===== src/rtl/pong_pkg.sv =====
// Shared pong definitions: FSM state codes, serve position and paddle-absent code.
package pong_pkg;

   typedef enum logic [1:0] {
      ST_IDLE  = 2'd0,
      ST_PLAY  = 2'd1,
      ST_POINT = 2'd2,
      ST_OVER  = 2'd3
   } state_e;

   localparam int unsigned CENTER_X    = 3;
   localparam int unsigned CENTER_Y    = 3;
   localparam logic [2:0]  PADDLE_NONE = 3'd7;

endpackage


===== src/rtl/step_timer.sv =====
// Free-running step divider: tick is high for one clk every STEP_DIV clks.
module step_timer #(
   parameter int unsigned STEP_DIV = 25000
) (
   input  logic clk,
   input  logic rst,
   input  logic clear,
   output logic tick
);

   localparam int unsigned CW = (STEP_DIV > 1) ? $clog2(STEP_DIV) : 1;
   localparam logic [CW-1:0] LAST = CW'(STEP_DIV - 1);

   logic [CW-1:0] r_cnt;

   always_ff @(posedge clk) begin
      if (rst || clear) begin
         r_cnt <= '0;
      end else if (r_cnt == LAST) begin
         r_cnt <= '0;
      end else begin
         r_cnt <= r_cnt + CW'(1);
      end
   end

   assign tick = !clear && (r_cnt == LAST);

endmodule


===== src/rtl/ball_controller.sv =====
// Pong ball controller: serves, moves and bounces the ball, detects paddle
// hits and misses, keeps score and ends the game at WIN_SCORE.
module ball_controller
   import pong_pkg::*;
#(
   parameter int unsigned WIDTH        = 8,
   parameter int unsigned BIT_OF_WIDTH = 3,
   parameter int unsigned STEP_DIV     = 25000,
   parameter int unsigned HOLD_STEPS   = 4,
   parameter int unsigned WIN_SCORE    = 9
) (
   input  logic                    clk,
   input  logic                    rst,
   input  logic                    start,
   input  logic [2:0]              player_top,
   input  logic [2:0]              player_down,
   output logic [BIT_OF_WIDTH-1:0] x_pos,
   output logic [BIT_OF_WIDTH-1:0] y_pos,
   output logic [3:0]              score_top,
   output logic [3:0]              score_down,
   output logic [1:0]              game_state,
   output logic                    point_pulse
);

   localparam int unsigned BW = BIT_OF_WIDTH;
   localparam int unsigned HW = (HOLD_STEPS > 1) ? $clog2(HOLD_STEPS) : 1;
   localparam logic [BW-1:0] XY_ONE    = BW'(1);
   localparam logic [BW-1:0] X_MAX     = BW'(WIDTH - 1);
   localparam logic [BW-1:0] Y_TOP     = BW'(1);
   localparam logic [BW-1:0] Y_BOT     = BW'(WIDTH - 2);
   localparam logic [BW-1:0] Y_MAX     = BW'(WIDTH - 1);
   localparam logic [BW-1:0] X_CENTER  = BW'(CENTER_X);
   localparam logic [BW-1:0] Y_CENTER  = BW'(CENTER_Y);
   localparam logic [HW-1:0] HOLD_LAST = HW'(HOLD_STEPS - 1);
   localparam logic [3:0]    WIN       = 4'(WIN_SCORE);

   state_e          r_state, w_state;
   logic [BW-1:0]   r_x, w_x, r_y, w_y, w_x_new;
   logic            r_dx, w_dx, r_dy, w_dy, w_dx_new;   // 1 = +1, 0 = -1
   logic [3:0]      r_score_top, w_score_top, r_score_down, w_score_down;
   logic            r_pulse, w_pulse;
   logic [HW-1:0]   r_hold, w_hold;
   logic            r_top_scored, w_top_scored;
   logic            w_tick, w_timer_clear;
   logic [3:0]      w_scorer_score;

   function automatic logic hit(input logic [2:0] p, input logic [BW-1:0] x);
      return (p != PADDLE_NONE) &&
             ((32'(x) == 32'(p)) || (32'(x) == 32'(p) + 32'd1));
   endfunction

   function automatic logic [3:0] sat_inc(input logic [3:0] s);
      return (s >= WIN) ? s : s + 4'd1;
   endfunction

   assign w_timer_clear = (r_state == ST_IDLE) || (r_state == ST_OVER);

   step_timer #(.STEP_DIV(STEP_DIV)) u_step_timer (
      .clk   (clk),
      .rst   (rst),
      .clear (w_timer_clear),
      .tick  (w_tick)
   );

   // Horizontal move with wall reflection; the hit test uses this new column.
   always_comb begin
      w_x_new  = r_x;
      w_dx_new = r_dx;
      if (r_dx && (r_x == X_MAX)) begin
         w_dx_new = 1'b0;
         w_x_new  = r_x - XY_ONE;
      end else if (!r_dx && (r_x == '0)) begin
         w_dx_new = 1'b1;
         w_x_new  = r_x + XY_ONE;
      end else begin
         w_x_new  = r_dx ? (r_x + XY_ONE) : (r_x - XY_ONE);
      end
   end

   assign w_scorer_score = r_top_scored ? r_score_top : r_score_down;

   always_comb begin
      w_state      = r_state;
      w_x          = r_x;
      w_y          = r_y;
      w_dx         = r_dx;
      w_dy         = r_dy;
      w_score_top  = r_score_top;
      w_score_down = r_score_down;
      w_pulse      = 1'b0;
      w_hold       = r_hold;
      w_top_scored = r_top_scored;
      case (r_state)
         ST_IDLE: begin
            w_x = X_CENTER;
            w_y = Y_CENTER;
            if (start) w_state = ST_PLAY;
         end
         ST_PLAY: begin
            if (w_tick) begin
               w_x  = w_x_new;
               w_dx = w_dx_new;
               if (!r_dy && (r_y == Y_TOP)) begin
                  if (hit(player_top, w_x_new)) begin
                     w_dy = 1'b1;
                  end else begin
                     w_y          = '0;
                     w_score_down = sat_inc(r_score_down);
                     w_pulse      = 1'b1;
                     w_top_scored = 1'b0;
                     w_hold       = '0;
                     w_state      = ST_POINT;
                  end
               end else if (r_dy && (r_y == Y_BOT)) begin
                  if (hit(player_down, w_x_new)) begin
                     w_dy = 1'b0;
                  end else begin
                     w_y          = Y_MAX;
                     w_score_top  = sat_inc(r_score_top);
                     w_pulse      = 1'b1;
                     w_top_scored = 1'b1;
                     w_hold       = '0;
                     w_state      = ST_POINT;
                  end
               end else begin
                  w_y = r_dy ? (r_y + XY_ONE) : (r_y - XY_ONE);
               end
            end
         end
         ST_POINT: begin
            // Re-serve toward the loser: a top point means bottom lost, so dy=+1.
            if (w_tick) begin
               if (r_hold == HOLD_LAST) begin
                  if (w_scorer_score == WIN) begin
                     w_state = ST_OVER;
                  end else begin
                     w_state = ST_IDLE;
                     w_x     = X_CENTER;
                     w_y     = Y_CENTER;
                     w_dy    = r_top_scored;
                  end
               end else begin
                  w_hold = r_hold + HW'(1);
               end
            end
         end
         ST_OVER: begin
            if (start) begin
               w_state      = ST_IDLE;
               w_x          = X_CENTER;
               w_y          = Y_CENTER;
               w_dx         = 1'b1;
               w_dy         = 1'b1;
               w_score_top  = '0;
               w_score_down = '0;
            end
         end
         default: w_state = ST_IDLE;
      endcase
   end

   always_ff @(posedge clk) begin
      if (rst) begin
         r_state      <= ST_IDLE;
         r_x          <= X_CENTER;
         r_y          <= Y_CENTER;
         r_dx         <= 1'b1;
         r_dy         <= 1'b1;
         r_score_top  <= '0;
         r_score_down <= '0;
         r_pulse      <= 1'b0;
         r_hold       <= '0;
         r_top_scored <= 1'b0;
      end else begin
         r_state      <= w_state;
         r_x          <= w_x;
         r_y          <= w_y;
         r_dx         <= w_dx;
         r_dy         <= w_dy;
         r_score_top  <= w_score_top;
         r_score_down <= w_score_down;
         r_pulse      <= w_pulse;
         r_hold       <= w_hold;
         r_top_scored <= w_top_scored;
      end
   end

   assign x_pos       = r_x;
   assign y_pos       = r_y;
   assign score_top   = r_score_top;
   assign score_down  = r_score_down;
   assign game_state  = r_state;
   assign point_pulse = r_pulse;

endmodule


===== config.mk =====
export PLATFORM = sky130hd
export DESIGN_NAME = ball_controller
export DESIGN_NICKNAME = d
export VERILOG_FILES = /design/src/rtl/pong_pkg.sv /design/src/rtl/step_timer.sv /design/src/rtl/ball_controller.sv
export SDC_FILE = /design/constraint.sdc
export NUM_CORES = 1
export LEC_CHECK = 0
export BUFFER_PORTS_ARGS = -buffer_cell sky130_fd_sc_hd__buf_2
export CORE_UTILIZATION = 40
export DETAILED_ROUTE_END_ITERATION = 7
export RECOVER_POWER = 25
export SETUP_SLACK_MARGIN = 0.15
export SYNTH_ARGS = -nofsm -noshare
export SYNTH_HDL_FRONTEND = slang
export SYNTH_HIERARCHICAL = 1
export SYNTH_SLANG_ARGS = --single-unit
export TNS_END_PERCENT = 10

===== constraint.sdc =====
create_clock -name clk -period 3.6 [get_ports clk]
set_input_delay 0.36 -clock clk [delete_from_list [all_inputs] [get_ports clk]]
set_output_delay 0.36 -clock clk [all_outputs]
set_load 0.02 [all_outputs]

After elaboration in Yosys (flattened, before gate mapping)
Cells that the tools add are included.

word-level totals
  bits in registers = 37
  output and inout port bits = 17
  word-level logic and storage cells = 164

operators by class
  $add $sub $neg = 10
  $lt $le $gt $ge = 2
  equal/unequal tests = 38
  muxes and demuxes = 70
  bitwise operators = 2
  reductions and logical operators = 31

operator list
  operator                 number
  $mux W4                  11
  $mux W3                  14
  $mux W2                  17
  $ne A2 B2 Y1 const B     14
  $ne A3 B3 Y1 const B     8
  $pmux W3 S4              2
  $reduce_and A7 Y1        3
  $mux W1                  20
  $pmux W4 S2              2
  $add A15 B1 Y15 const B  1
  $eq A15 B15 Y1 const B   1
  $reduce_and A5 Y1        2
  $reduce_and A9 Y1        1
  $add A3 B1 Y4 const B    2
  $add A4 B1 Y4 const B    2
  $eq A3 B4 Y1             2
  $ge A4 B4 Y1 const B     2
  $pmux W2 S4              1
  $reduce_and A8 Y1        1
  $logic_and A1 B1 Y1      7
  $add A3 B1 Y3 const B    2
  $eq A2 B2 Y1 const B     3
  $eq A3 B3 Y1             2
  $eq A3 B3 Y1 const B     2
  other kinds (21)         31

Logic depth before layout (Yosys ltp)
  depth in word-level cells = 12
  depth in mapped cells = 12
  gate-level depth less buffers = 11

Modules after synthesis
Netlist, hierarchy kept.

modules (own cells, without submodules)
  module           instances  cells each  area an instance (µm²)  seq. area each (µm²)
  ball_controller  1          266         2052.0                  440.4
  step_timer       1          76          678.2                   300.3

Worst setup path before layout
OpenSTA, ideal clock, no wires.

  kind = register to register
  start = reg r_x[0] (netlist: x_pos[0])
  end = reg r_score_down[0] (netlist: score_down[0])
  library setup time = 0.123 ns
  arrival = 2.741 ns
  setup slack = 0.736 ns
  cell stages (with the launch flop) = 12
  buffers on the path = 2
  period minus slack after synthesis = 2.864 ns
  cells stage by stage = dfxtp_1 > clkbuf_1 > inv_1 > ha_1 > buf_2 > xnor2_1 > or3_1 > a21oi_1 > nand3_1 > a21oi_1 > o21a_1 > mux2_1

on the way
  word-level cells in the longest chain between the ends = 9
  elaborated cells on any way between the ends = 15
  those cells by class = 2 x add/sub; 4 x eq/ne; 3 x mux; 6 x reduce/logical

RTL lines
  what                                            line                                          source
  start: declaration                              ball_controller.sv:38                         logic [BW-1:0] r_x, w_x, r_y, w_y, w_x_new;
  start signal: assignment                        ball_controller.sv:176                        r_x <= w_x;
  $sub A3 B1 Y3, or another cell as far along     ball_controller.sv:71, ball_controller.sv:76
  $mux W3 or $logic_and A1 B1 Y1 (tied branches)  ball_controller.sv:76, ball_controller.sv:72
  $mux W3                                         ball_controller.sv:72                         end else if (!r_dx && (r_x == '0)) begin
  $mux W3 *                                       ball_controller.sv:69                         if (r_dx && (r_x == X_MAX)) begin
  $eq A3 B4 Y1 or $eq A3 B3 Y1 (tied branches)    ball_controller.sv:49                         ((32'(x) == 32'(p)) || (32'(x) == 32'(p) + 32'd1));
  $logic_or A1 B1 Y1 *                            ball_controller.sv:49
  $logic_and A1 B1 Y1 *                           ball_controller.sv:48                         return (p != PADDLE_NONE) &&
  $ne A2 B2 Y1 (no line) *                        --
  $reduce_and A6 Y1 (no line) *                   --
  end signal: assignment                          ball_controller.sv:181                        r_score_down <= w_score_down;
  end: declaration                                ball_controller.sv:40                         logic [3:0] r_score_top, w_score_top, r_score_down, w_score_down;

Mark *: on every way between the ends. The rest lies on a longest branch, timed or not.
A chain may end at the register's enable or synchronous reset.

Worst setup path after layout
  start = reg u_step_timer.r_cnt[3]
  end = reg r_y[1] (netlist: y_pos[1])

on the way
  word-level cells in the longest chain between the ends = 4
  elaborated cells on any way between the ends = 5
  those cells by class = 3 x eq/ne; 2 x reduce/logical

RTL lines
  what                           line                    source
  start: declaration             step_timer.sv:14        logic [CW-1:0] r_cnt;
  start signal: assignment       step_timer.sv:22        r_cnt <= r_cnt + CW'(1);
  $eq A15 B15 Y1 *               step_timer.sv:26        assign tick = !clear && (r_cnt == LAST);
  $logic_and A1 B1 Y1 *          step_timer.sv:26
  named net w_tick               ball_controller.sv:44   logic w_tick, w_timer_clear;
  $ne A2 B1 Y1 (no line)         --
  $reduce_and A7 Y1 (no line) *  --
  end signal: assignment         ball_controller.sv:177  r_y <= w_y;
  end: declaration               ball_controller.sv:38

The timed path passes the listed nets; every way through them passes the cells marked *.

==> run summary <==
fraction of synthesized area in multiplexers -> 1.88%
simple-gate share of the synthesized area -> 30.5%
DRT iter0 DRCs -> 108
post-synth top area cell -> dfxtp_1
Initial Utilization -> 42.3%
Antenna diodes -> 0
Syn Area/Cell -> 7.98 um^2
Hold WC Path Type -> reg -> reg
post-route ant nets -> 0
Data required, critical path -> 3.76 ns
worst vdd ir -> 194 uV
Final Max Slew Viols -> 0
initial antenna violation count -> 0
# resized after CTS -> 0
fin crit share -> 86.4%
Worst Path Arrival -> 3.27 ns
Synth async-reset ratio -> 0%
Post-Synth XOR/XNOR Area -> 6.42%
post-synth top area share -> 27.1%
post-CTS setup buffer count -> 0
post-synthesis compound-gate area fraction -> 17.5%
first-pass GRT wire length -> 10300 um
Flop pwr share -> 31.3%
chip height -> 84.6 um
wire per inst -> 14.0 um
vias in the first global route -> 2249
Placeable Area -> 0.00646 mm^2
ranking of synthesized cells by area -> dfxtp_1 (27%), ha_1 (11%), nor2_1 (4.9%)
crit path launch type -> flip-flop
cells after synthesis -> 342
kind of critical path -> reg -> reg
largest family of logic cells by synthesized area -> simple AND/OR/NAND/NOR gates
H-Tree Depth -> 2
clock skew -> 0.00923 ns
Sw Share -> 45.8%
multi-input combinational cell area -> 0.00184 mm^2
Ports -> 26
drc violations -> 0
power density cells -> 576 mW/mm^2
CP endpoint kind -> flip-flop
Pre-Repair DR Iteration Count -> 6
latest clock arrival within the worst-skew pair -> 0.29 ns
CTS sink count -> 37
Final #Nets -> 395
setup TNS -> 0 ns
Die ar. -> 0.00716 mm^2
Reg area -> 741 um^2
Comb pwr share -> 51.7%
Top FF cell, synth -> dfxtp_1
root buf cell -> clkbuf_8
P_int -> 924 uW
power share of the clock group -> 17.0%
commonest non-fill, non-tap cell in the layout -> dfxtp_1
final hold violation count -> 0
CTS tree -> done
Leakage Power -> 0.00112 uW
largest net degree at the start of global routing -> 26
synth-to-layout area growth -> 8.25%
net load switching power -> 779 uW
Distinct cells, synth -> 62
Synth Area in Adders -> 11.0%
Placement Rows -> 29
layout cells sized above 1 -> 9.37%
Slew @ Worst Pin -> 0.666 ns
port buffer count -> 25
max cap viols -> 0
hpwl dp -> 4530 um
number of flops mapped to enable cells by yosys -> 0
Synth Register Bits -> 37
Crit Path Max Fanout -> 6
YS warnings -> 6
GRT Util Overall -> 17.6%
outcome -> finished clean
Filler Cell Count -> 660
f_max -> 0.322 GHz
Min Hold Slack -> 0.471 ns
Synth Cell Area -> 0.00273 mm^2
vias post-DR -> 2470
RD Place Congestion -> 0.828
RSZ-0062 raised after global routing -> false
commonest cells after routing, fill and taps aside -> dfxtp_1 (37), nor2_1 (36), nand3_1 (25)
sequential-to-total area share from yosys stat -> 27.1%
Clock Tree Buf Depth -> 2
DIE WIDTH -> 84.6 um
worst rel slew slack -> 55.5%
Tmin final -> 3.11 ns
Synthesized Nets -> 375
CTS Buf Count -> 5
Final setup viols -> 0
GRT overflow -> 0
drt via density -> 5.61
clk slew on worst S/H paths -> 0.07 ns
final wirelength -> 6160 um
Hold-fix buffers, CTS -> 0
## cells in the mapped netlist, types with 2 or more instances
| master | count |
|---|---|
| a2111oi_0 | 2 |
| a211oi_1 | 5 |
| a21boi_0 | 3 |
| a21o_1 | 7 |
| a21oi_1 | 19 |
| and3_1 | 6 |
| and4_4 | 2 |
| buf_2 | 2 |
| buf_6 | 2 |
| clkbuf_1 | 8 |
| dfxtp_1 | 37 |
| ha_1 | 24 |
| inv_1 | 18 |
| mux2i_1 | 4 |
| nand2_1 | 22 |
| nand2b_1 | 5 |
| nand3_1 | 25 |
| nand3b_1 | 2 |
| nand4_1 | 5 |
| nand4b_1 | 3 |
| nor2_1 | 36 |
| nor2b_1 | 7 |
| nor3_1 | 17 |
| nor4_1 | 4 |
| o211ai_1 | 3 |
| o21a_1 | 2 |
| o21ai_0 | 10 |
| o21ai_1 | 4 |
| o21bai_1 | 2 |
| o41ai_2 | 2 |
| or3_1 | 4 |
| or4b_1 | 2 |
| xnor2_1 | 15 |
| xor2_1 | 5 |
## per-layer routing
metal	global-route usage, %	vias up	share of wire (%)
met5	0	-	0
met4	4.78	0	0.73
met3	2.95	4	5.0
met2	28.2	57	44
met1	24.4	1146	50
li1	-	1263	-
## final cells by class
type                    count  area share (%)
well taps                  77            3.26
repair buffers             27            4.19
clock inverters             3           0.593
flip-flops and latches     37            25.1
clock buffers               5            2.33
inverters                  19            2.41
multi-input cells         272            62.2
## state kept, by name, summed over array words and instances, names as in the netlist, 2 cells and up
name / count
score_down: 4
score_top: 4
y_pos: 3
x_pos: 3
r_hold: 2
game_state: 2
u_step_timer/r_cnt: 15
## worst max-delay path: stages (launching register included)
cell and delay, ns:
dfxtp_1 0.36, or4b_1 0.52, nor4_1 0.31, nor2b_1 0.42, nor2b_1 0.11, o21ai_0 0.22, nand3_1 0.16, or3_1 0.40
a2111oi_0 0.40, a211oi_1 0.08
## power groups by stage
stage	Clock, uW	Combinational, uW	Sequential [uW]
floorplan	0	687	552
global placement	0	868	543
detailed placement	0	878	543
CTS	301	882	533
global route	315	990	547
finish	289	881	533
## metrics by stage
stage | setup slack (ns) | cells | cell area, um^2 | utilization [%] | power, uW
after floorplan | 0.736 | 342 | 2730 | - | 1240
after global placement | 0.641 | 432 | 2890 | 44.7 | 1410
after detailed placement | 0.514 | 432 | 2890 | 44.7 | 1420
after CTS | 0.496 | 440 | 2970 | 46.0 | 1720
after global routing | 0.273 | 440 | 2960 | 45.8 | 1850
final | 0.490 | 440 | 2960 | 45.8 | 1700
## final timing paths
kind,startpoint,end,slack (ns),cells after the start
worst max-delay path,u_step_timer/r_cnt[3]$_SDFF_PP0_,y_pos[1]$_SDFFE_PP1P_,0.49,9
worst min-delay path,u_step_timer/r_cnt[0]$_SDFF_PP0_,u_step_timer/r_cnt[0]$_SDFF_PP0_,0.47,1
worst max register to register,u_step_timer/r_cnt[3]$_SDFF_PP0_,y_pos[1]$_SDFFE_PP1P_,0.49,9
worst min register to register,u_step_timer/r_cnt[0]$_SDFF_PP0_,u_step_timer/r_cnt[0]$_SDFF_PP0_,0.47,1
## cells by family after synthesis
kind of cell,count (synthesis)
flops,37
xor+xnor,20
fa+ha+maj,24
simple gates,153
compound gates,70
buf+inv,33
mux,5
(Power assumes the default switching activity.)
